File: src/rtl/dm_store_buffer.sv
`default_nettype none
// ============================================================================
// Module   : dm_store_buffer
// Brief    : In-order store queue ahead of the data memory. It shares the
//            single DM port with loads and drains one entry per cycle.
// Revision : 1.0
// ============================================================================
module dm_store_buffer #(
    parameter int DEPTH        = 4,
    parameter int STARVE_LIMIT = 8
) (
    input  logic        clk,
    input  logic        rst_n,
    input  logic        st_valid,
    input  logic [31:0] st_addr,
    input  logic [31:0] st_data,
    input  logic [1:0]  st_align,
    input  logic [31:0] st_pc,
    output logic        st_ready,
    input  logic        ld_valid,
    input  logic [31:0] ld_addr,
    input  logic [1:0]  ld_align,
    input  logic        ld_sign,
    output logic        ld_stall,
    output logic        align_err,
    output logic        empty,
    output logic        dm_we,
    output logic [31:0] dm_addr,
    output logic [31:0] dm_wd,
    output logic [1:0]  dm_align,
    output logic        dm_sign,
    output logic [31:0] dm_pc
);

    localparam int PW = (DEPTH > 1) ? $clog2(DEPTH) : 1;
    localparam int CW = $clog2(DEPTH + 1);
    localparam int SW = $clog2(STARVE_LIMIT + 1);
    localparam logic [CW-1:0] c_depth        = CW'(DEPTH);
    localparam logic [SW-1:0] c_starve_limit = SW'(STARVE_LIMIT);

    logic [31:0]   r_addr  [DEPTH];
    logic [31:0]   r_data  [DEPTH];
    logic [1:0]    r_align [DEPTH];
    logic [31:0]   r_pc    [DEPTH];

    logic [PW-1:0] r_head;
    logic [PW-1:0] r_tail;
    logic [CW-1:0] r_count;
    logic [SW-1:0] r_starve;
    logic          r_align_err;

    logic          w_aligned;
    logic          w_enq;
    logic          w_hit;
    logic          w_force;
    logic          w_drain;
    logic [DEPTH-1:0] w_hit_vec;

    always_comb begin
        w_aligned = 1'b0;
        case (st_align)
            2'b00:   w_aligned = (st_addr[1:0] == 2'b00);
            2'b01:   w_aligned = ~st_addr[0];
            2'b10:   w_aligned = 1'b1;
            default: w_aligned = 1'b0;
        endcase
    end

    assign st_ready = (r_count != c_depth);
    assign empty    = (r_count == '0);
    assign w_enq    = st_valid & st_ready & w_aligned;

    // An entry is live when its distance from the head is below the count.
    for (genvar i = 0; i < DEPTH; i++) begin : g_hit
        logic [PW-1:0] w_off;
        assign w_off        = PW'(i) - r_head;
        assign w_hit_vec[i] = (CW'(w_off) < r_count) &&
                              (r_addr[i][13:2] == ld_addr[13:2]);
    end

    assign w_hit    = ld_valid & (|w_hit_vec);
    assign w_force  = (r_starve == c_starve_limit) & (r_count != '0);
    assign ld_stall = w_hit | w_force;
    assign w_drain  = (r_count != '0) & (~ld_valid | ld_stall);

    assign dm_we    = w_drain;
    assign dm_addr  = w_drain ? r_addr[r_head]  : ld_addr;
    assign dm_wd    = w_drain ? r_data[r_head]  : 32'h0;
    assign dm_align = w_drain ? r_align[r_head] : ld_align;
    assign dm_sign  = w_drain ? 1'b0            : ld_sign;
    assign dm_pc    = w_drain ? r_pc[r_head]    : 32'h0;
    assign align_err = r_align_err;

    always_ff @(posedge clk or negedge rst_n) begin
        if (!rst_n) begin
            r_head      <= '0;
            r_tail      <= '0;
            r_count     <= '0;
            r_starve    <= '0;
            r_align_err <= 1'b0;
        end else begin
            r_align_err <= st_valid & st_ready & ~w_aligned;
            if (w_enq) begin
                r_tail <= r_tail + 1'b1;
            end
            if (w_drain) begin
                r_head <= r_head + 1'b1;
            end
            case ({w_enq, w_drain})
                2'b10:   r_count <= r_count + 1'b1;
                2'b01:   r_count <= r_count - 1'b1;
                default: r_count <= r_count;
            endcase
            if (w_drain || (r_count == '0)) begin
                r_starve <= '0;
            end else if (ld_valid && !ld_stall && (r_starve != c_starve_limit)) begin
                r_starve <= r_starve + 1'b1;
            end
        end
    end

    // Entry payload is only meaningful while occupied, so it carries no reset.
    always_ff @(posedge clk) begin
        if (w_enq) begin
            r_addr[r_tail]  <= st_addr;
            r_data[r_tail]  <= st_data;
            r_align[r_tail] <= st_align;
            r_pc[r_tail]    <= st_pc;
        end
    end

endmodule
`default_nettype wire

File: config.mk
export PLATFORM = sky130hd
export DESIGN_NAME = dm_store_buffer
export DESIGN_NICKNAME = d
export VERILOG_FILES = /design/src/rtl/dm_store_buffer.sv
export SDC_FILE = /design/constraint.sdc
export NUM_CORES = 1
export LEC_CHECK = 0
export ABC_CLOCK_PERIOD_IN_PS = 5280
export BUFFER_PORTS_ARGS = -buffer_cell sky130_fd_sc_hd__buf_2
export CORE_UTILIZATION = 57
export CTS_CLUSTER_DIAMETER = 60
export CTS_CLUSTER_SIZE = 14
export DETAILED_ROUTE_END_ITERATION = 12
export GPL_ROUTABILITY_DRIVEN = 0
export PLACE_DENSITY_LB_ADDON = 0.25
export SLEW_MARGIN = 15
export SYNTH_ARGS = -nofsm -noshare
export SYNTH_HDL_FRONTEND = slang
export SYNTH_SLANG_ARGS = --single-unit
export TNS_END_PERCENT = 50
File: constraint.sdc
create_clock -name clk -period 5.28 [get_ports clk]
set_clock_uncertainty 0.05 [all_clocks]
set_input_delay 0.528 -clock clk [delete_from_list [all_inputs] [get_ports clk]]
set_output_delay 0.528 -clock clk [all_outputs]
set_load 0.05 [all_outputs]
==> run summary <==
### STA
- final number of hold-violating endpoints: 0
- setup TNS after final layout: 0 ns
- crit share post-route: 83.2%
- final-report max-slew violation count: 0
- setup repair after global routing missed its margin: no
- timing-limited maximum frequency: 228 MHz
- number of setup violations in the final report: 0
- PnR worst setup slack: 0.885 ns
- worst max-slew margin expressed relative to the limit: 41.6%
- pin slew with the least headroom to its limit: 0.877 ns
- Final min period: 4.40 ns

### Clocking
- sink count of the clock tree: 404
- TritonCTS clock tree: done
- Longest Clk Path Bufs: 3
- clock tree root driver cell: clkbuf_16
- H-Tree Depth: 2
- clock-pin slew on the worst setup and hold paths: 0.07 ns
- clock network latency to the later pin of the worst-skew pair: 0.50 ns
- setup fix buffers added after clock tree synthesis: 0
- number of buffers added by the clock tree synthesis step: 35

### Detailed routing
- Detailed Route WL: 30.8 mm
- total vias in the final route: 7986
- post-route antenna net violation count: 0
- DR DRC count: 0
- Routed wire per std cell: 21.7 um
- number of optimization iterations in the first detailed-route pass: 5
- number of DRC violations after detailed-routing iteration 0: 547
- post-detailed-route via-to-cell ratio: 5.62

### Synth
- Async SR Flop Fraction: 2.97%
- number of enable flip-flop cells after synthesis: 392
- top post-synthesis cells by area: edfxtp_1, mux4_2, mux2_4, nor2b_1, xor2_1
- post-synthesis register bit count: 404
- library cell occupying the most area in the post-synthesis netlist: edfxtp_1
- post-synthesis sequential area ratio: 73.2%
- top flip-flop cell by instance count after synthesis: edfxtp_1
- net count of the mapped netlist: 932
- Post-Syn Instances: 783
- top-area cell type share of the netlist area: 71.4%
- synth unique cells: 38
- synthesized area divided by synthesized cell count: 21.1 sq um
- Syn Std Cell Area: 16500 sq um
- yosys synthesis warning count: 0

### Floorplanning
- I/O pin total: 241
- die span in x: 172 um
- Total Die Area: 29600 sq um
- die height: 172 um
- starting density of the core: 58.7%
- number of rows created at floorplan: 61
- placeable core region: 28100 sq um

### Setup path
- class of the most critical setup path: flip-flop to primary output
- data required time at the worst endpoint: 4.70 ns
- cell family contributing the most delay on the critical path: buffers and inverters
- endpoint type of the worst setup path: primary output
- Worst Path Buf+Inv: 3
- series of cell instances along the critical path: buf_4 > ha_1 > nor2_1 > o2111ai_1 > o21ai_2 > o31ai_4 > buf_4 > mux2_4 > buf_2
- biggest fanout along the worst timing path: 63
- data arrival time of the critical path: 3.82 ns
- critical-path cell with the highest stage delay: buf_4
- CP most frequent cell: buf_4
- Critical Path Source Type: flip-flop
- CP peak stage delay: 0.67 ns

### Pwr
- leakage power: 0.00675 uW
- VDD IR max: 0.449 mV
- Pwr per Cell Area: 518 nW/um^2

### Cells and area
- Area Growth Syn to Fin: 15.7%
- final layout net count: 1174
- final core area utilization: 67.9%
- total of fill cells in the finished design: 1904
- proportion of layout cells with a drive suffix above 1: 41.8%

### Placement
- dpl hpwl: 19.0 mm
- number of input and output port buffers inserted: 240
- post-place setup slack: 1.37 ns

### Job
- number of maximum-capacitance constraint violations: 0

### Global route
- gr usage total: 21.4%
- initial antenna violation count: 8
- vias in the first global route: 8108
- first-pass GRT wire length: 46.4 mm
- largest net degree at the start of global routing: 64
- total gr overflow: 0

### Status
- run status: completed

### Hold path
- type of the worst min-delay path: input pin to flip-flop

==> power breakdown <==
| part | internal (uW) | switching (uW) | total [uW] |
|---|---|---|---|
| Sequential | 3830 | 113 | 3950 |
| Combinational | 1360 | 2260 | 3620 |
| Clock | 1270 | 1040 | 2310 |
| Total | 6460 | 3420 | 9880 |
==> worst reg2reg max path, stage by stage (launching register included) <==
cell,delay (ns)
dfrtp_4,0.55
buf_4,0.61
ha_1,0.27
nor2_1,0.05
o2111ai_1,0.19
o21ai_2,0.12
o31ai_4,0.24
buf_4,0.51
inv_1,0.14
ha_1,0.25
inv_1,0.07
fa_1,0.39
o21ai_0,0.17
==> synthesized netlist by cell type (2+ instances only) <==
master	number
nand4_1	3
o21ai_0	2
nor2b_1	65
buf_6	5
a21oi_1	4
mux2_4	33
nor2_1	3
nand2_1	5
xnor2_1	18
a21o_1	2
inv_1	12
and2_1	5
dfrtp_1	12
clkbuf_1	18
edfxtp_1	392
buf_2	20
nand3_1	2
o211ai_1	3
ha_1	11
buf_1	4
xor2_1	39
nor4_1	12
mux4_2	98
==> stage by stage <==
stage | std cells | hold WS (ns) | cell area, sq um | total power, uW
final | 1422 | 0.186 | 19100 | 9880
after global routing | 1419 | 0.169 | 19100 | 10300
after global placement | 1365 | 0.383 | 18100 | 7650
after detailed placement | 1365 | 0.392 | 18100 | 7690
after CTS | 1417 | 0.162 | 19100 | 9990
after floorplan | 783 | 0.182 | 16500 | 6910
==> layout by cell type, fill, tap and decap left out, types with 2 or more instances in the layout <==
cell type,n
and2_4,4
inv_1,12
nand3_1,2
xnor2_1,18
nor4_1,12
ha_1,11
nor2b_1,65
buf_4,7
clkbuf_1,12
buf_12,4
nand4_1,3
edfxtp_1,392
a21o_1,2
buf_2,240
clkbuf_16,35
mux2_4,33
xor2_1,39
diode_2,5
mux4_2,98
o211ai_1,3
dfrtp_1,10
a21oi_1,4
nor2_1,3
dfrtp_4,2
inv_6,2
nand2_1,5
o21ai_0,2
==> flip-flops by register name (all words and copies together) (netlist names) <==
name / cells
r_addr: 128
r_data: 128
r_pc: 128
r_align: 8
r_starve: 4
r_count: 3
r_head: 2
r_tail: 2
align_err: 1
==> layout make-up <==
cell class              count  area [sq um]  area share (%)
diodes                      5          12.5          0.0656
clock buffers              47           921            4.83
clock inverters             4          52.6           0.276
inverters                  13          48.8           0.256
multi-input cells         319          4140            21.7
flip-flops and latches    404         12100            63.3
well taps                 378           473            2.48
repair buffers            252          1340            7.05
==> path summary, 6_finish.rpt <==
path | slack, ns | start | end | cells after the start
max | 0.88 | r_head[1]$_DFFE_PN0P_ | dm_addr[29] | 9
min | 0.19 | st_pc[31] | r_pc[3][31]$_DFFE_PP_ | 1
max reg2reg | 1.59 | r_head[1]$_DFFE_PN0P_ | r_count[1]$_DFFE_PN0P_ | 12
min reg2reg | 0.47 | r_starve[0]$_DFFE_PN0P_ | r_starve[0]$_DFFE_PN0P_ | 1
max in group asynchronous | 4.51 | rst_n | r_head[0]$_DFFE_PN0P_ | 2
min in group asynchronous | 0.41 | rst_n | align_err$_DFF_PN0_ | 2
==> kinds of logic (layout without fill, tap and decap cells) <==
kind of cell	after synthesis	in the layout	share of synthesized area [%]
DFF	404	404	73.2
muxes	132	132	16.5
and+or+nand+nor	101	101	3.78
buffers and inverters	60	316	1.75
xor gates and xnor gates	57	57	3.03
AOI/OAI and AO/OA	17	17	0.820
adders and majority gates	12	12	0.956
other	0	5	0
==> what timing repair did <==
action / 4_1_cts / 5_1_grt
resized for setup: 0 / 0
endpoints found under the hold margin: 12 / 0
hold buffers: 1 / 0
==> per-layer routing <==
layer	track usage (%)	vias up	share of wire [%]
li1	-	3610	-
met1	29.4	4081	41
met2	35.6	250	51
met3	4.21	39	6.1
met4	4.89	6	1.4
met5	0	-	0.11
No activity file was read; power rests on OpenSTA's default activity.
